File: src/rtl/mem_arbiter.sv
// Arbitrates an instruction port and a data port onto one shared memory port.
// One transaction in flight; data wins except after two back-to-back data grants.
module mem_arbiter #(
   parameter int          LATENCY    = 2,
   parameter logic [31:0] DATA_LIMIT = 32'h0000_3000,
   parameter logic [31:0] MEM_SIZE   = 32'h0000_4000
) (
   input  logic        clk,
   input  logic        reset,
   input  logic        i_req,
   input  logic [31:0] i_addr,
   output logic        i_ack,
   output logic [31:0] i_rdata,
   output logic        i_err,
   input  logic        d_req,
   input  logic        d_we,
   input  logic [31:0] d_addr,
   input  logic [31:0] d_wdata,
   output logic        d_ack,
   output logic [31:0] d_rdata,
   output logic        d_err,
   output logic [31:0] m_addr,
   output logic [31:0] m_wdata,
   output logic        m_read,
   output logic        m_write,
   input  logic [31:0] m_rdata,
   output logic        busy
);

   typedef enum logic [1:0] {IDLE, ACCESS, RESP} state_t;

   localparam logic [3:0] LAST = 4'(LATENCY - 1);

   state_t      state, state_nxt;
   logic [1:0]  data_streak;
   logic        owner_d, we_r, err_r;
   logic [3:0]  cnt;
   logic [31:0] rdata_r;
   logic        grant_d, grant_i, d_bad, i_bad, req_err;

   always_comb begin
      grant_d = d_req && !(i_req && data_streak == 2'd2);
      grant_i = i_req && !grant_d;
      d_bad   = (d_addr[1:0] != 2'b00) || (d_addr >= DATA_LIMIT);
      i_bad   = (i_addr[1:0] != 2'b00) || (i_addr < DATA_LIMIT) || (i_addr >= MEM_SIZE);
      req_err = grant_d ? d_bad : i_bad;
   end

   always_comb begin
      state_nxt = state;
      case (state)
         IDLE:    if (grant_d || grant_i) state_nxt = req_err ? RESP : ACCESS;
         ACCESS:  if (cnt == LAST) state_nxt = RESP;
         RESP:    state_nxt = IDLE;
         default: state_nxt = IDLE;
      endcase
   end

   always_ff @(posedge clk or posedge reset) begin
      if (reset) state <= IDLE;
      else       state <= state_nxt;
   end

   // rdata_r is cleared at grant so writes and rejected accesses return zero
   always_ff @(posedge clk or posedge reset) begin
      if (reset) begin
         data_streak <= 2'd0;
         owner_d     <= 1'b0;
         we_r        <= 1'b0;
         err_r       <= 1'b0;
         cnt         <= 4'd0;
         rdata_r     <= 32'd0;
         m_addr      <= 32'd0;
         m_wdata     <= 32'd0;
      end else begin
         case (state)
            IDLE: if (grant_d || grant_i) begin
               owner_d <= grant_d;
               m_addr  <= grant_d ? d_addr : i_addr;
               if (grant_d) m_wdata <= d_wdata;
               we_r    <= grant_d && d_we;
               err_r   <= req_err;
               rdata_r <= 32'd0;
               cnt     <= 4'd0;
               if (grant_d) data_streak <= (data_streak == 2'd2) ? 2'd2 : data_streak + 2'd1;
               else         data_streak <= 2'd0;
            end
            ACCESS: begin
               cnt <= cnt + 4'd1;
               if (cnt == LAST && !we_r) rdata_r <= m_rdata;
            end
            default: ;
         endcase
      end
   end

   // strobes decode straight from state so an async reset drops them at once
   assign m_read  = (state == ACCESS) && !we_r;
   assign m_write = (state == ACCESS) && we_r && (cnt == 4'd0);
   assign busy    = (state != IDLE);
   assign d_ack   = (state == RESP) && owner_d;
   assign i_ack   = (state == RESP) && !owner_d;
   assign d_err   = d_ack && err_r;
   assign i_err   = i_ack && err_r;
   assign d_rdata = d_ack ? rdata_r : 32'd0;
   assign i_rdata = i_ack ? rdata_r : 32'd0;

endmodule

File: config.mk
export PLATFORM = sky130hd
export DESIGN_NAME = mem_arbiter
export DESIGN_NICKNAME = d
export VERILOG_FILES = /design/src/rtl/mem_arbiter.sv
export SDC_FILE = /design/constraint.sdc
export NUM_CORES = 1
export LEC_CHECK = 0
export ABC_CLOCK_PERIOD_IN_PS = 6900
export CAP_MARGIN = 0
export CORE_MARGIN = 5
export CORE_UTILIZATION = 43
export CTS_BUF_LIST = sky130_fd_sc_hd__clkbuf_16
export DETAILED_ROUTE_END_ITERATION = 10
export PLACE_DENSITY = 0.91
export REMOVE_ABC_BUFFERS = 1
export SLEW_MARGIN = 20
export SYNTH_ARGS = -nofsm -noshare
export SYNTH_HDL_FRONTEND = slang
export SYNTH_SLANG_ARGS = --single-unit
File: constraint.sdc
create_clock -name clk -period 6.9 [get_ports clk]
set_input_delay 0.69 -clock clk [delete_from_list [all_inputs] [get_ports clk]]
set_output_delay 0.69 -clock clk [all_outputs]
set_load 0.01 [all_outputs]
# --- Word-level counts from Yosys, hierarchy flattened ---
# Cells that the tools add are included.
word_totals:
  regBits: 107
  latch_bits: 0
  ramBits: 0
  romBits: 0
  output_inout_bits: 135
  word_cells: 67
  memories: 0
classes:
  addsub: 2
  n_mul: 0
  div_mod_pow: 0
  order_cmp: 3
  n_eq_ne: 7
  shifts: 0
  mux: 15
  bitwise: 0
  reduce_logical: 31
op_table:
  columns: ["op", "n"]
  rows:
  - ["2-to-1 mux 32 bit", 5]
  - ["case mux 32 bit (2 select lines)", 1]
  - [">= comparator 32 x 14 -> 1 bit (second input constant)", 1]
  - [">= comparator 32 x 15 -> 1 bit (second input constant)", 1]
  - ["< comparator 32 x 14 -> 1 bit (second input constant)", 1]
  - ["logical AND 1 bit", 12]
  - ["2-to-1 mux 2 bit", 5]
  - ["case mux 4 bit (2 select lines)", 1]
  - ["nonzero test 2 bit", 4]
  - ["inequality test 2 bit (second input constant)", 3]
  - ["AND reduction 2 bit", 3]
  - ["AND reduction 3 bit", 2]
  - ["adder 4 x 1 -> 4 bit (second input constant)", 1]
  - ["equality test 2 bit (second input constant)", 2]
  - ["equality test 4 x 1 -> 1 bit (second input constant)", 1]
  - ["logical NOT 1 bit", 4]
  - ["logical NOT 4 bit", 1]
  - ["logical OR 1 bit", 4]
  - ["2-to-1 mux 4 bit", 1]
  - ["case mux 2 bit (2 select lines)", 1]
  - ["adder 2 x 1 -> 2 bit (second input constant)", 1]
  - ["equality test 2 x 1 -> 1 bit (second input constant)", 1]
  - ["logical NOT 2 bit", 1]
  - ["2-to-1 mux 1 bit", 1]

# --- Depth between registers and ports, before layout ---
# Gate-level depths: netlist (run 1).
depth:
  ltp_word: 9
  mapped_depth: 8
  depth_no_buf: 6

# --- Worst setup path after synthesis (run 1) ---
# No wires, ideal clock.
synth_path:
  path_type: "reg2out"
  from: "reg state[0]"
  to: "out d_rdata[22]"
  t_arrival_ns: 1.300
  required_ns: 6.210
  setup_slack_ns: 4.910
  path_stages_with_launch: 6
  path_cell_list: "dfrtp_1 inv_2 and3_1 clkbuf_1 clkbuf_1 and2_1"
synth_via:
  elab_chain_cells: 3
synth_lines:
  columns: ["element", "line", "rtl"]
  rows:
  - ["from (decl)", "34", "state_t state, state_nxt;"]
  - ["from (signal assigned)", "61", "else state <= state_nxt;"]
  - ["equality test 2 bit", "101", "assign d_ack = (state == RESP) && owner_d;"]
  - ["logical AND 1 bit", "101", null]
  - ["named net d_ack", "19", "output logic d_ack,"]
  - ["2-to-1 mux 32 bit", "105", "assign d_rdata = d_ack ? rdata_r : 32'd0;"]
  - ["to (decl)", "20", "output logic [31:0] d_rdata,"]
# The timed path passes the listed nets, and every way through them passes these cells.

# --- Worst setup path after layout (run 1) ---
layout_path:
  from: "reg state[0]"
  to: "out d_rdata[12]"
layout_via:
  elab_chain_cells: 3
layout_lines:
  columns: ["element", "line"]
  rows:
  - ["equality test 2 bit", "101"]
  - ["logical AND 1 bit", "101"]
  - ["2-to-1 mux 32 bit", "105"]
# No other way between the ends.

==> results of run 1 <==
## cell type report
type	count	area, µm²	area share
inverters	7	28.78	0.003599
repair buffers	273	2718	0.3399
multi-input cells	284	2107	0.2635
clock buffers	9	225.2	0.02817
flip-flops and latches	107	2678	0.3349
clock inverters	7	60.06	0.007512
well taps	143	178.9	0.02238
## cell usage after synthesis, types with 2 or more instances
master,n
dfrtp_1,107
clkbuf_1,14
inv_2,2
mux2_1,32
nor2_1,4
nand3_1,4
buf_2,3
xor2_1,2
nand2_1,37
o21ai_1,35
nor4b_1,2
buf_6,10
ha_1,5
nand4_1,2
nor2_2,2
a22o_1,36
mux2i_1,32
inv_1,5
nor4_1,8
and2_1,67
## routing by layer
| metal | global-route usage | up-vias | share of wire |
|---|---|---|---|
| met5 | 0 | - | 0 |
| met4 | 0.07885 | 0 | 0.036 |
| met3 | 0.06920 | 40 | 0.089 |
| met2 | 0.3582 | 224 | 0.49 |
| met1 | 0.2395 | 2035 | 0.38 |
| li1 | - | 2003 | - |
## critical path, cell delays in order, from the launching register on
cell and delay (ns):
dfrtp_1 0.44, inv_2 0.12, and3_1 0.75, and2_1 0.24, clkdlybuf4s50_1 0.55
## state kept, by name, summed over array words and instances, names as in the netlist
register / count
m_addr: 32
m_wdata: 32
rdata_r: 32
cnt: 4
data_streak: 2
state: 2
err_r: 1
owner_d: 1
we_r: 1
## cells by family after synthesis
family / after synthesis / synth area share
flops: 107 / 0.5377
xor+xnor: 2 / 0.003518
buf+inv: 35 / 0.04297
mux: 64 / 0.1367
simple gates: 135 / 0.1555
fa+ha+maj: 5 / 0.01256
compound gates: 78 / 0.1111
## worst paths after layout
path | from | end | slack (ns) | cells past startpoint
worst max-delay path | state[0] | d_rdata[12] | 3.77 | 4
worst min-delay path | m_wdata[10] | m_wdata[10] | 0.49 | 1
worst max register to register | data_streak[0] | m_wdata[5] | 4.46 | 7
worst min register to register | m_wdata[10] | m_wdata[10] | 0.49 | 1
max in group asynchronous | reset | rdata_r[18] | 4.92 | 3
min in group asynchronous | reset | m_wdata[6] | 0.74 | 2
## power groups by stage
| stage | clock [mW] | combinational, mW | sequential [mW] |
|---|---|---|---|
| after floorplan | 0 | 0.178 | 0.848 |
| after global placement | 0 | 0.561 | 0.803 |
| after detailed placement | 0 | 0.580 | 0.809 |
| after CTS | 0.506 | 0.582 | 0.799 |
| after global routing | 0.536 | 0.619 | 0.813 |
| final | 0.494 | 0.573 | 0.799 |
==> results.md, run 1 <==
- Cells after synthesis: 426
- Synth top area share: 0.5377
- Chip Height: 117.6 µm
- Commonest non-fill, non-tap cell in the layout: clkdlybuf4s50_1
- Final Hold Viols: 0
- Final GP Congestion: 0.8937
- Setup ws final: 3.768 ns
- Hold_buf cts: 0
- CTS Buf Count: 9
- Initial antenna violation count: 0
- Seq/Total Area, Yosys: 0.5377
- Yosys reg bits: 107
- CTS max path bufs: 2
- Switching Share: 0.2817
- TNS Setup: 0 ns
- Remaining antenna violation count after routing: 0
- Reg power frac: 0.428
- Internal Pwr Total: 1.340 mW
- Post-synth EDFFs: 0
- WP data arrival: 2.44 ns
- Slew @ Worst Pin: 0.8891 ns
- Leak: 3.397 nW
- Io pins: 268
- Setup Skew: 0.007442 ns
- Synthesized area per cell: 11.69 µm²
- H-tree levels: 3
- Via density: 5.183
- Clk sinks: 107
- # DRC: 0
- Total power draw: 1.865 mW
- Number of max-cap violations: 0
- Die area: 13830 µm²
- Starting density of the core: 0.4380
- RSZ-0062 raised after global routing: no
- Setup violations, final: 0
- Synth warn: 0
- Synthesis-to-finish area growth: 60.55%
- Non-Filler Instances: 830
- Crit start category: flip-flop
- Row count: 39
- Clock network power share: 0.265
- Clock root buffer: clkbuf_16
- Crit end category: output port
- Post-Place Worst Slack: 3.823 ns
- Vias: 4302
- Primary FF master, synth: dfrtp_1
- Crit path max fanout: 34
- Overall Global Routing Usage: 0.2080
- First-pass GRT wire length: 23640 µm
- Max-slew headroom: 0.4072
- Switching Power: 0.5254 mW
- Layout Nets: 820
- Synth Cell Area: 4980 µm²
- Cell taking the most area after synthesis: dfrtp_1
- DRT iter0 DRCs: 182
- Clock transition at path regs: 0.07 ns
- Final instance area: 7995 µm²
- Worst EP required: 6.21 ns
- Min-delay worst type: flip-flop to flip-flop
- Area post-placement: 7710 µm²
- Input/output buffers: 267
- Largest net degree at the start of global routing: 72
- Hpwl dp: 11870 µm
- Number of setup buffers added after CTS: 0
- Die width: 117.6 µm
- Vias in the first global route: 4509
- Outcome: finished clean
- Most frequent cells in the layout: clkdlybuf4s50_1 (267), dfrtp_1 (107), and2_1 (67)
- Fillers: 821
- Post-CTS Resized: 0
- Final Cycle Share: 0.4539
- Overflow after GRT: 0
- CTS tree: built
- Hold Slack: 0.4863 ns
- Router iterations before antenna repair: 4
- Clk Latency, worst-skew pair: 0.33 ns
- Placed cells: 814
- Peak supply drop: 168.4 µV
- Distinct cell type count after synthesis: 37
- Fmax: 319.3 MHz
- Power Dens Cells: 233.3 nW/µm²
- Final Max Slew Viols: 0
- Fraction of layout cells with a size suffix above 1: 0.04367
- Fin util: 0.7032
- Fin crit period: 3.132 ns
- Post-synth ARST share: 1.000
- Combinational Power Share: 0.307
- Wire per inst: 17.90 µm
- Core area: 11370 µm²
- WL final: 14860 µm
- # diodes: 0
- Area contributors post-synth: dfrtp_1 (54%), and2_1 (8.4%), mux2_1 (7.2%), mux2i_1 (6.4%), a22o_1 (6.3%)
- Critical path type: flip-flop to output port
Power figures use the tool's default switching activity.
==> run 2, diff against run 1 <==
--- a/config.mk
+++ b/config.mk
@@ -5,13 +5,13 @@
 export SDC_FILE = /design/constraint.sdc
 export NUM_CORES = 1
 export LEC_CHECK = 0
-export ABC_CLOCK_PERIOD_IN_PS = 6900
+export ABC_CLOCK_PERIOD_IN_PS = 3200
 export CAP_MARGIN = 0
 export CORE_MARGIN = 5
-export CORE_UTILIZATION = 43
+export CORE_UTILIZATION = 39
 export CTS_BUF_LIST = sky130_fd_sc_hd__clkbuf_16
 export DETAILED_ROUTE_END_ITERATION = 10
-export PLACE_DENSITY = 0.91
+export PLACE_DENSITY = 0.84
 export REMOVE_ABC_BUFFERS = 1
 export SLEW_MARGIN = 20
 export SYNTH_ARGS = -nofsm -noshare
==> constraint.sdc (replaced) <==
create_clock -name clk -period 3.2 [get_ports clk]
set_input_delay 0.32 -clock clk [delete_from_list [all_inputs] [get_ports clk]]
set_output_delay 0.32 -clock clk [all_outputs]
set_load 0.01 [all_outputs]
==> run 2 against run 1 <==
- non-clock buffer count grew 1
- hold slack lost 0.012 ns
- die area grew 9.4%
- final cell count grew 3.6%
- flip-flop and latch count is the same
- sequential share of layout area shrank 0.32 points
- total power grew 120%
- clock skew shrank 0.0021 ns
- largest cell class unchanged
- largest power group unchanged
==> results.md, run 2 (same netlist as run 1, synthesis figures left out) <==
- DRT iter0 DRCs: 222 (was 182)
- Core area: 12570 µm² (was 11370 µm²)
- Setup violations, final: 0 (unchanged)
- Die width: 123 µm (was 117.6 µm)
- Placed cells: 844 (was 814)
- Top Family by Delay on Critical Path: simple AND/OR/NAND/NOR gates (unchanged)
- Internal Pwr Total: 2.903 mW (was 1.340 mW)
- Crit path buf inv count: 2 (unchanged)
- Final Max Slew Viols: 0 (unchanged)
- Reg2Reg Depth: 7 (unchanged)
- Via density: 4.891 (was 5.183)
- Row count: 41 (was 39)
- Final Cycle Share: 0.8481
- Final GP Congestion: 0.7833 (was 0.8937)
- CTS Buf Count: 9 (unchanged)
- Crit-path slowest cell: and3_1 (unchanged)
- Fin crit period: 2.714 ns
- Busiest grt layer: met2 (unchanged)
- Wire per inst: 17.51 µm (was 17.90 µm)
- R2R Path End: state[0] (was m_wdata[5])
- CTS max path bufs: 2 (unchanged)
- TNS Setup: 0 ns (unchanged)
- Number of max-cap violations: 0 (unchanged)
- Setup ws final: 0.4861 ns (was 3.768 ns)
- Combinational Power Share: 0.307 (about the same)
- Most frequent cells in the layout: clkdlybuf4s50_1 (267), dfrtp_1 (107), and2_1 (67) (unchanged)
- Crit path max fanout: 34 (unchanged)
- Hpwl dp: 12170 µm (was 11870 µm)
- Overall Global Routing Usage: 0.1993 (was 0.2080)
- Crit start category: flip-flop (unchanged)
- Remaining antenna violation count after routing: 0 (unchanged)
- Met3 Resource Use GR: 0.08097 (was 0.06920)
- Hold Slack: 0.4744 ns (was 0.4863 ns)
- Vias: 4206 (was 4302)
- Max stage delay on crit path: 0.71 ns (was 0.75 ns)
- Clk Latency, worst-skew pair: 0.34 ns (was 0.33 ns)
- Vias in the first global route: 4536 (was 4509)
- Multi-input logic area: 2107 µm² (unchanged)
- Biggest regs: m_addr (32), m_wdata (32), rdata_r (32) (unchanged)
- Overflow after GRT: 0 (unchanged)
- CTS tree: built (unchanged)
- FF/Latch Area: 2678 µm² (unchanged)
- WP data arrival: 2.39 ns (was 2.44 ns)
- Final Hold Viols: 0 (unchanged)
- GR Util met1: 0.2203 (was 0.2395)
- R2r startpoint: data_streak[0] (unchanged)
- Switching Share: 0.2846 (was 0.2817)
- Layout Nets: 821 (was 820)
- WL final: 15060 µm (was 14860 µm)
- Area post-placement: 7779 µm² (was 7710 µm²)
- Peak supply drop: 341.5 µV (was 168.4 µV)
- Post-Place Worst Slack: 0.8314 ns (was 3.823 ns)
- R2r setup slk: 1.20 ns (was 4.46 ns)
- Switching Power: 1.155 mW (was 0.5254 mW)
- Chip Height: 123 µm (was 117.6 µm)
- Final instance area: 8071 µm² (was 7995 µm²)
- Number of setup buffers added after CTS: 0 (unchanged)
- Chain of cells forming the critical path: inv_2 > and3_1 > and2_1 > clkdlybuf4s50_1 (unchanged)
- Starting density of the core: 0.3962 (was 0.4380)
- Reg power frac: 0.422 (was 0.428)
- Fmax: 368.5 MHz
- Non-Filler Instances: 860 (was 830)
- Clock transition at path regs: 0.07 ns (about the same)
- Die area: 15130 µm² (was 13830 µm²)
- Synthesis-to-finish area growth: 62.09% (was 60.55%)
- Crit end category: output port (unchanged)
- Clock root buffer: clkbuf_16 (unchanged)
- Max-slew headroom: 0.4477 (was 0.4072)
- Initial antenna violation count: 0 (unchanged)
- Min-delay worst type: primary input to asynchronous set/reset pin (was flip-flop to flip-flop)
- Post-CTS Resized: 0 (unchanged)
- RSZ-0062 raised after global routing: no (unchanged)
- H-tree levels: 3 (unchanged)
- Fraction of layout cells with a size suffix above 1: 0.04942 (was 0.04367)
- # DRC: 0 (unchanged)
- GRT met2 Usage: 0.3529 (was 0.3582)
- # diodes: 0 (unchanged)
- Commonest non-fill, non-tap cell in the layout: clkdlybuf4s50_1 (unchanged)
- Power Dens Cells: 502.8 nW/µm² (was 233.3 nW/µm²)
- Critical path type: flip-flop to output port (unchanged)
- Worst EP required: 2.88 ns (was 6.21 ns)
- Outcome: finished clean (unchanged)
- Clock network power share: 0.271 (was 0.265)
- Router iterations before antenna repair: 4 (unchanged)
- Largest net degree at the start of global routing: 65 (was 72)
- Hold_buf cts: 0 (unchanged)
- Leak: 3.415 nW (was 3.397 nW)
- Io pins: 268 (unchanged)
- Clk sinks: 107 (unchanged)
- Fillers: 991 (was 821)
- First-pass GRT wire length: 23520 µm (was 23640 µm)
- Input/output buffers: 267 (unchanged)
- Setup Skew: 0.005338 ns (was 0.007442 ns)
- Slew @ Worst Pin: 0.8285 ns (was 0.8891 ns)
==> run 2: stage by stage <==
stage               utilization  total power, mW
floorplan                     -            2.211
global placement         0.6189            2.952
detailed placement       0.6189            3.002
CTS                      0.6422            4.111
global route             0.6422            4.282
finish                   0.6422            4.058
==> run 2: area by class of cell <==
class,instances,area share
multi-input cells,284,0.2610
inverters,7,0.003565
clock buffers,9,0.02790
clock inverters,7,0.008371
flip-flops and latches,107,0.3317
repair buffers,274,0.3407
well taps,172,0.02666
==> run 2: layer usage <==
layer,wire length [µm],share of wire
met5,0,0
met4,167,0.011
met3,1611,0.11
met2,7617,0.51
met1,5660,0.38
==> run 2: how the worst max path moves through the flow <==
stage	start	endpoint	slack, ns	cells after the start
after floorplan	data_streak[0]	m_wdata[0]	-1.26	5
after global placement	state[0]	d_rdata[16]	0.94	4
after global routing	state[0]	d_rdata[28]	0.30	4
final	state[0]	d_rdata[14]	0.49	4
after detailed placement	state[0]	d_rdata[28]	0.83	4
after CTS	state[0]	d_rdata[28]	0.45	4
==> run 2: worst reg2reg max path: stages (launching register included) <==
cell      delay [ns]
dfrtp_1         0.35
inv_1           0.07
ha_1            0.23
a21boi_4        0.15
buf_4           0.47
nand3_1         0.16
o22ai_1         0.33
a22o_1          0.19
==> run 2: power by group through the flow <==
stage          clock, mW  combinational (mW)  sequential [mW]
6_report            1.10                1.24             1.71
5_1_grt             1.19                1.35             1.75
4_1_cts             1.13                1.27             1.72
3_5_place_dp           0                1.26             1.74
3_3_place_gp           0                1.23             1.72
2_1_floorplan          0               0.383             1.83
